## config.mk

```make
export PLATFORM = sky130hd
export DESIGN_NAME = spi_txn_arbiter
export DESIGN_NICKNAME = d
export VERILOG_FILES = /design/src/rtl/spi_txn_arbiter.sv
export SDC_FILE = /design/constraint.sdc
export NUM_CORES = 1
export LEC_CHECK = 0
export ABC_AREA = 1
export CORE_MARGIN = 8
export CORE_UTILIZATION = 40
export CTS_CLUSTER_SIZE = 30
export DETAILED_ROUTE_END_ITERATION = 10
export GPL_ROUTABILITY_DRIVEN = 0
export GPL_TIMING_DRIVEN = 0
export PLACE_DENSITY = 0.66
export SYNTH_ARGS = -nofsm -noshare
export SYNTH_HDL_FRONTEND = slang
export SYNTH_SLANG_ARGS = --single-unit
```

## constraint.sdc

```tcl
create_clock -name sclk -period 1.6 [get_ports sclk]
set_input_delay 0.32 -clock sclk [delete_from_list [all_inputs] [get_ports sclk]]
set_output_delay 0.32 -clock sclk [all_outputs]
set_load 0.005 [all_outputs]
```

## src/rtl/spi_txn_arbiter.sv

```systemverilog
// Round-robin SPI frame sequencer: shares one cs/mosi/miso bus among NREQ requesters.
// Optional read-response checking on miso_oe is enabled with `define SPI_TXN_RESP_CHECK_EN.
module spi_txn_arbiter #(
    parameter int NREQ       = 2,
    parameter int GAP_CYCLES = 1
) (
    input  logic                sclk,
    input  logic                rst,
    input  logic [NREQ-1:0]     req,
    input  logic [NREQ-1:0]     req_wr,
    input  logic [3*NREQ-1:0]   req_ext_addr,
    input  logic [3*NREQ-1:0]   req_reg_addr,
    input  logic [8*NREQ-1:0]   req_wdata,
    output logic [NREQ-1:0]     gnt,
    output logic [NREQ-1:0]     done,
    output logic [7:0]          rdata,
    output logic                err,
    output logic                cs,
    output logic                mosi,
    input  logic                miso,
    input  logic                miso_oe
);

    localparam int PW = (NREQ > 1) ? $clog2(NREQ) : 1;
    localparam int GW = $clog2(GAP_CYCLES + 1);

    typedef enum logic [1:0] {IDLE, ARB, FRAME, GAP} state_t;

    state_t          state_q, state_d;
    logic [PW-1:0]   rr_q, rr_d;
    logic [4:0]      bit_q, bit_d;
    logic [GW-1:0]   gap_q, gap_d;
    logic [15:0]     sr_q, sr_d;
    logic [7:0]      rx_q, rx_d;
    logic [7:0]      rdata_q, rdata_d;
    logic [NREQ-1:0] gnt_q, gnt_d;
    logic [NREQ-1:0] done_q, done_d;
    logic            err_q, err_d;
    logic            cs_q, cs_d;
    logic            mosi_q, mosi_d;
    logic            wr_q, wr_d;
    logic            oe_ok_q, oe_ok_d;

    logic            win_found;
    logic [PW-1:0]   win_idx;
    logic [15:0]     frame;

    function automatic logic [PW-1:0] wrap_idx(input int v);
        return PW'(v % NREQ);
    endfunction

    // First requesting index at or above the rr pointer, with wrap.
    always_comb begin
        win_found = 1'b0;
        win_idx   = '0;
        for (int i = 0; i < NREQ; i++) begin
            if (!win_found && req[wrap_idx(int'(rr_q) + i)]) begin
                win_found = 1'b1;
                win_idx   = wrap_idx(int'(rr_q) + i);
            end
        end
    end

    // Frame bit k sits at frame[k]; reads send zero data.
    always_comb begin
        frame = {req_wr[win_idx] ? req_wdata[8*int'(win_idx) +: 8] : 8'h00,
                 req_reg_addr[3*int'(win_idx) +: 3], 1'b0,
                 req_ext_addr[3*int'(win_idx) +: 3], req_wr[win_idx]};
    end

`ifndef SPI_TXN_RESP_CHECK_EN
    logic unused_miso_oe;
    assign unused_miso_oe = miso_oe ^ oe_ok_q;
`endif

    always_comb begin
        state_d = state_q;
        rr_d    = rr_q;
        bit_d   = bit_q;
        gap_d   = gap_q;
        sr_d    = sr_q;
        rx_d    = rx_q;
        rdata_d = rdata_q;
        gnt_d   = gnt_q;
        done_d  = '0;
        err_d   = 1'b0;
        cs_d    = cs_q;
        mosi_d  = mosi_q;
        wr_d    = wr_q;
        oe_ok_d = oe_ok_q;
        unique case (state_q)
            IDLE: begin
                if (|req && gap_q == '0) state_d = ARB;
            end
            ARB: begin
                if (win_found) begin
                    gnt_d   = NREQ'(1) << win_idx;
                    rr_d    = wrap_idx(int'(win_idx) + 1);
                    wr_d    = req_wr[win_idx];
                    sr_d    = frame >> 1;
                    mosi_d  = frame[0];
                    cs_d    = 1'b1;
                    bit_d   = '0;
                    oe_ok_d = 1'b1;
                    state_d = FRAME;
                end else begin
                    state_d = IDLE;
                end
            end
            FRAME: begin
                mosi_d = sr_q[0];
                sr_d   = sr_q >> 1;
                bit_d  = bit_q + 5'd1;
                if (bit_q >= 5'd9 && !wr_q) begin
                    rx_d    = {miso, rx_q[7:1]};
                    oe_ok_d = oe_ok_q & miso_oe;
                end
                if (bit_q == 5'd16) begin
                    cs_d    = 1'b0;
                    mosi_d  = 1'b0;
                    done_d  = gnt_q;
                    gnt_d   = '0;
                    bit_d   = '0;
                    gap_d   = GW'(GAP_CYCLES);
                    state_d = GAP;
                    if (!wr_q) begin
`ifdef SPI_TXN_RESP_CHECK_EN
                        if (!(oe_ok_q & miso_oe)) begin
                            rdata_d = 8'h00;
                            err_d   = 1'b1;
                        end else begin
                            rdata_d = {miso, rx_q[7:1]};
                        end
`else
                        rdata_d = {miso, rx_q[7:1]};
`endif
                    end
                end
            end
            GAP: begin
                gap_d = gap_q - GW'(1);
                // The idle check is folded in here so ARB follows the gap directly.
                if (gap_q <= GW'(1)) begin
                    gap_d   = '0;
                    state_d = |req ? ARB : IDLE;
                end
            end
            default: state_d = IDLE;
        endcase
    end

    always_ff @(posedge sclk) begin
        if (rst) begin
            state_q <= IDLE;
            rr_q    <= '0;
            bit_q   <= '0;
            gap_q   <= '0;
            sr_q    <= '0;
            rx_q    <= '0;
            rdata_q <= '0;
            gnt_q   <= '0;
            done_q  <= '0;
            err_q   <= 1'b0;
            cs_q    <= 1'b0;
            mosi_q  <= 1'b0;
            wr_q    <= 1'b0;
            oe_ok_q <= 1'b0;
        end else begin
            state_q <= state_d;
            rr_q    <= rr_d;
            bit_q   <= bit_d;
            gap_q   <= gap_d;
            sr_q    <= sr_d;
            rx_q    <= rx_d;
            rdata_q <= rdata_d;
            gnt_q   <= gnt_d;
            done_q  <= done_d;
            err_q   <= err_d;
            cs_q    <= cs_d;
            mosi_q  <= mosi_d;
            wr_q    <= wr_d;
            oe_ok_q <= oe_ok_d;
        end
    end

    assign gnt   = gnt_q;
    assign done  = done_q;
    assign rdata = rdata_q;
    assign err   = err_q;
    assign cs    = cs_q;
    assign mosi  = mosi_q;

endmodule

```

==> impl_results.md, run 1 <==
- Status: finished, final reports clean
- Hold Startpoint: gnt[0]
- Reg2Reg Depth: 7
- I/O Buffers: 48
- Worst Setup End Kind: output pin
- Syn Nets: 358
- Seq/Total Area, Yosys: 42.2%
- Vias: 2085
- CP cell instances: clkdlybuf4s50_1
- Final Max Slew Viols: 0
- Ys Warns: 0
- Yosys cell types: 25
- Core Util, Final: 54.1%
- DRC viols: 0
- 1st-iter DRT viols: 58
- CTS Hold Bufs: 0
- Crit path DAT: 1.17 ns
- Layout Nets: 415
- TritonCTS buffer count: 5
- Hold depth: 2
- CTS sink cnt: 46
- Die height: 89.9 um
- Final ANT Viol Nets: 0
- GR Util met3: 4.24%
- Gr ovfl total: 0
- DPL Wire Length: 4020 um
- Share of cells above drive strength 1: 8.75%
- # setup viols final: 0
- GR Util met1: 13.7%
- Post-Syn Area: 2180 um2
- CTS tree: done
- M2 GR Usage: 25.6%
- CTS H-tree lvls: 2
- Final Cycle Share: 93.3%
- # diodes: 0
- Row count: 27
- CP startpoint kind: register
- Syn_area_per_cell: 6.84 um2
- Terminus of the critical flop-to-flop path: rdata[6]
- Die Wd: 89.9 um
- Worst VDD drop: 393 uV
- Tightest Hold Check Type: reg -> reg
- Synth area leaders: dfxtp_1, nand2_1, nor2_1
- Power per Cell Area: 890 nW/um2
- WL final: 5310 um
- Sink of the worst hold path: done[0]
- Antenna violations before repair: 0
- CP Class: reg -> out
- Static leakage: 1.27 nW
- Area leader, netlist: dfxtp_1
- Maximum fanout along the worst path: 3
- CP delay by family, top: buffers and inverters
- Skew final: 0.00510 ns
- CP max-delay cell: clkdlybuf4s50_1
- Total track usage: 13.7%
- DR WL/cell: 11.8 um
- Area delta synth->final: 33.1%
- Mapped Cells: 319
- Max-Cap Viols: 0
- Clock Latency Late Sink: 0.29 ns
- Max frequency: 670 MHz
- Post-synthesis sequential element count: 46
- Drt pass-1 iters: 4
- Core Box Area: 5370 um2
- Clock Tree Root: clkbuf_8
- Clk buf depth: 2
- First-pass GRT wire length: 9330 um
- Largest net degree at the start of global routing: 15
- Initial Util: 40.6%
- Total Power: 2.58 mW
- GR peak layer: met2
- Buf/Inv on CP: 1
- Post-synth top area share: 42.2%
- Clock Pin Slew Worst Setup and Hold Paths: 0.08 ns
- Final Hold Fails: 0
- Die Area: 8070 um2
- Via density: 4.64
- Minimum clock period: 1.49 ns
- Worst reg2reg setup slack: 0.16 ns
- Worst EP required: 1.28 ns
- Vias in the first global route: 2116
- IO Count: 51
- CP max stage delay: 0.52 ns
area by class of cell:
class                           instances  area (um2)
Inverter                               27         106
Clock inverter                          2        37.5
Timing Repair Buffer                   50         498
Fill cell                             537        2470
Tap cell                               72        90.1
Buffer                                 13        75.1
Clock buffer                            6        72.6
Sequential cell                        46         922
Multi-Input combinational cell        233        1100
what timing repair did:
| action | CTS | global route |
|---|---|---|
| buffers inserted | 0 | 2 |
| endpoints found under the setup margin | 7 | 25 |
| gates cloned | 0 | 0 |
| gates resized for setup | 2 | 9 |
| pin swaps | 0 | 2 |
per-stage QoR:
stage | setup TNS, ns | setup slack [ns] | area, um2 | hold slack, ns | cells
after floorplan | 0 | 0.301 | 2180 | 0.423 | 319
after global placement | -6.37 | -0.320 | 2750 | 0.434 | 439
after detailed placement | -6.74 | -0.368 | 2750 | 0.440 | 439
after CTS | 0 | 0.0419 | 2870 | 0.452 | 447
after global routing | -0.000964 | -0.000964 | 2900 | 0.478 | 449
final | 0 | 0.107 | 2900 | 0.451 | 449
worst max-delay path by stage:
stage / depth (start not counted) / from / end / slack [ns]
after floorplan: 9 / bit_q[1] / rx_q[1] / 0.30
after global placement: 5 / req[1] / sr_q[2] / -0.32
final: 1 / gnt[0] / gnt[0] / 0.11
after global routing: 9 / register / sr_q[8] / -0.001
after detailed placement: 7 / req[1] / sr_q[1] / -0.37
after CTS: 10 / req[1] / sr_q[8] / 0.04
power breakdown:
| group | switching, mW | internal (mW) |
|---|---|---|
| Sequential | 0.0393 | 1.21 |
| Combinational | 0.267 | 0.219 |
| Clock | 0.384 | 0.466 |
cell families (layout without fill, tap and decap cells):
kind of cell    Yosys count  in the layout  share of synthesized area [%]
flops                    46             46                           42.2
xor+xnor                  1              1                          0.401
other cells               1              1                          0.172
simple gates            187            187                           37.4
compound gates           41             41                           10.0
fa+ha+maj                 3              3                           1.72
buf+inv                  40             98                           8.08
flip-flops by register name (all words and copies together), names as in the netlist, named ones only:
register and cells:
rdata 8, bit_q 5, sr_q 15, gap_q 1
done 2, wr_q 1, rx_q 7, cs 1
gnt 2, state_q 1, rr_q 1, mosi 1
per-layer routing:
| metal | part of all wire, % | wire (um) | vias up |
|---|---|---|---|
| li1 | - | - | 1126 |
| met1 | 44 | 2310 | 909 |
| met2 | 49 | 2620 | 45 |
| met3 | 5.5 | 291 | 5 |
| met4 | 1.6 | 85 | 0 |
| met5 | 0 | 0 | - |
cell usage after synthesis (all sizes together):
| master | n |
|---|---|
| a21oi | 17 |
| nand2 | 90 |
| nand3 | 33 |
| o211ai | 2 |
| conb | 1 |
| xor2 | 1 |
| nor3 | 2 |
| a211oi | 1 |
| nand3b | 8 |
| buf | 10 |
| clkbuf | 3 |
| o21ai | 18 |
| nor2 | 54 |
| dfxtp | 46 |
| ha | 3 |
| o22ai | 1 |
| inv | 27 |
| o31ai | 2 |
placed cells by master (no fill, tap or decap), types with 3 or more instances in the layout:
cell             count
a21oi_1             17
buf_2                6
buf_4                5
clkbuf_1             4
clkbuf_8             5
clkdlybuf4s50_1     47
dfxtp_1             45
ha_1                 3
inv_1               24
nand2_1             85
nand2_4              3
nand3_1             33
nand3b_1             8
nor2_1              50
nor2_4               3
o21ai_0             17
No activity file was read; power rests on OpenSTA's default activity.
==> run 2: changes to the inputs <==
--- a/config.mk
+++ b/config.mk
@@ -7,12 +7,12 @@
 export LEC_CHECK = 0
 export ABC_AREA = 1
 export CORE_MARGIN = 8
-export CORE_UTILIZATION = 40
+export CORE_UTILIZATION = 49
 export CTS_CLUSTER_SIZE = 30
 export DETAILED_ROUTE_END_ITERATION = 10
 export GPL_ROUTABILITY_DRIVEN = 0
 export GPL_TIMING_DRIVEN = 0
-export PLACE_DENSITY = 0.66
+export PLACE_DENSITY = 0.79
 export SYNTH_ARGS = -nofsm -noshare
 export SYNTH_HDL_FRONTEND = slang
 export SYNTH_SLANG_ARGS = --single-unit
==> impl_results.md, run 2 (synthesis gave the netlist of run 1 again) <==
- Status: finished, final reports clean
- Worst VDD drop: 434 uV
- CTS tree: done
- Vias: 2123
- Fin cells: 427
- Drt pass-1 iters: 5
- 1st-iter DRT viols: 124
- Core Box Area: 4320 um2
- Largest net degree at the start of global routing: 15
- Place WS: -0.305 ns
- First-pass GRT wire length: 8630 um
- Vias in the first global route: 2012
- Max-Cap Viols: 0
- CTS Hold Bufs: 0
- Row count: 24
- Share of cells above drive strength 1: 8.27%
- Power per Cell Area: 868 nW/um2
- Die Area: 6840 um2
- CTS H-tree lvls: 2
- Most flop-heavy register: sr_q
- CP cell instances: clkdlybuf4s50_1
- Max frequency: 666 MHz
- Crit path DAT: 1.18 ns
- Core Util, Final: 65.7%
- Leading cell type in the layout, fill and taps excluded: nand2_1
- TritonCTS buffer count: 5
- Most frequent cells in the layout: nand2_1, nor2_1, clkdlybuf4s50_1, dfxtp_1, nand3_1
- Clk buf depth: 2
- Clock Tree Root: clkbuf_8
- Layout Nets: 413
- Antenna violations before repair: 0
- # setup viols final: 0
- WL final: 5160 um
- Area delta synth->final: 30.1%
- DRC viols: 0
- Final Hold Fails: 0
- DR WL/cell: 12.1 um
- Post-CTS setup buffers: 0
- I/O Buffers: 48
- Clock Pin Slew Worst Setup and Hold Paths: 0.08 ns
- Unrepaired setup endpoints after global routing: true
- Maximum fanout along the worst path: 3
- Die Wd: 82.7 um
- Final worst slack: 0.0989 ns
- CP Class: reg -> out
- Worst EP required: 1.28 ns
- Initial Util: 50.5%
- Final ANT Viol Nets: 0
- Tightest Hold Check Type: reg -> reg
- CP max-delay cell: clkdlybuf4s50_1
- Buf/Inv on CP: 1
- DPL Wire Length: 3920 um
- Minimum clock period: 1.50 ns
- Final Max Slew Viols: 0
- Gr ovfl total: 0
- CTS sink cnt: 46
- CP delay by family, top: buffers and inverters
- Final Cycle Share: 93.8%
- Die height: 82.7 um
- Worst Setup End Kind: output pin
- Max reg flops: 15
- Total track usage: 16.0%
- Skew final: 0.0103 ns
- IO Count: 51
- Static leakage: 1.25 nW
- Clock Latency Late Sink: 0.30 ns
- DP Cell Count: 419
- CP max stage delay: 0.52 ns
- # diodes: 0
- CP startpoint kind: register
- Via density: 4.97
## run 2: final timing paths
check | from | endpoint | slack (ns) | cells after the start
setup reg to reg | register | sr_q[11] | 0.1 | 9
hold / removal | gnt[0] | done[0] | 0.46 | 2
hold reg to reg | gnt[0] | done[0] | 0.46 | 2
setup / recovery | gnt[1] | gnt[1] | 0.1 | 1
## run 2: final cells by class
type,count,area (um2)
repair buffers,48,483
fillers,406,1490
plain buffers,13,75.1
multi-input cells,233,1090
flip-flops and latches,46,922
well taps,52,65.1
clock inverters,2,12.5
clock buffers,6,82.6
inverters,27,104
## run 2: power by group
part / total (mW) / leakage, nW / internal, mW / switching (mW)
Clock: 0.742 / 0.0472 / 0.348 / 0.394
Combinational: 0.473 / 0.830 / 0.212 / 0.262
Sequential: 1.25 / 0.374 / 1.21 / 0.0399
Total: 2.46 / 1.25 / 1.77 / 0.696
## run 2: worst min-delay path, cell delays in order, from the launching register on
cell and delay (ns):
dfxtp_1 0.33, inv_1 0.05, nor2_1 0.04
## run 2: stage by stage
stage	setup TNS, ns	hold slack [ns]	instance area, um2	power (mW)
6_report	0	0.455	2840	2.46
5_1_grt	-0.00399	0.485	2840	2.59
4_1_cts	0	0.458	2830	2.48
3_5_place_dp	-5.81	0.440	2730	1.75
3_3_place_gp	-5.55	0.434	2730	1.74
2_1_floorplan	0	0.423	2180	1.56
## run 2: what timing repair did
item / in CTS / in global routing
cloned: 0 / 0
gates resized for setup: 1 / 6
setup endpoints to repair: 1 / 19
## run 2: routing by layer
| layer | GRT usage (%) | vias up | share of wire (%) |
|---|---|---|---|
| li1 | - | 1122 | - |
| met1 | 17.6 | 942 | 42 |
| met2 | 28.7 | 54 | 51 |
| met3 | 3.90 | 5 | 6.1 |
| met4 | 6.21 | 0 | 0.68 |
| met5 | 0 | - | 0 |
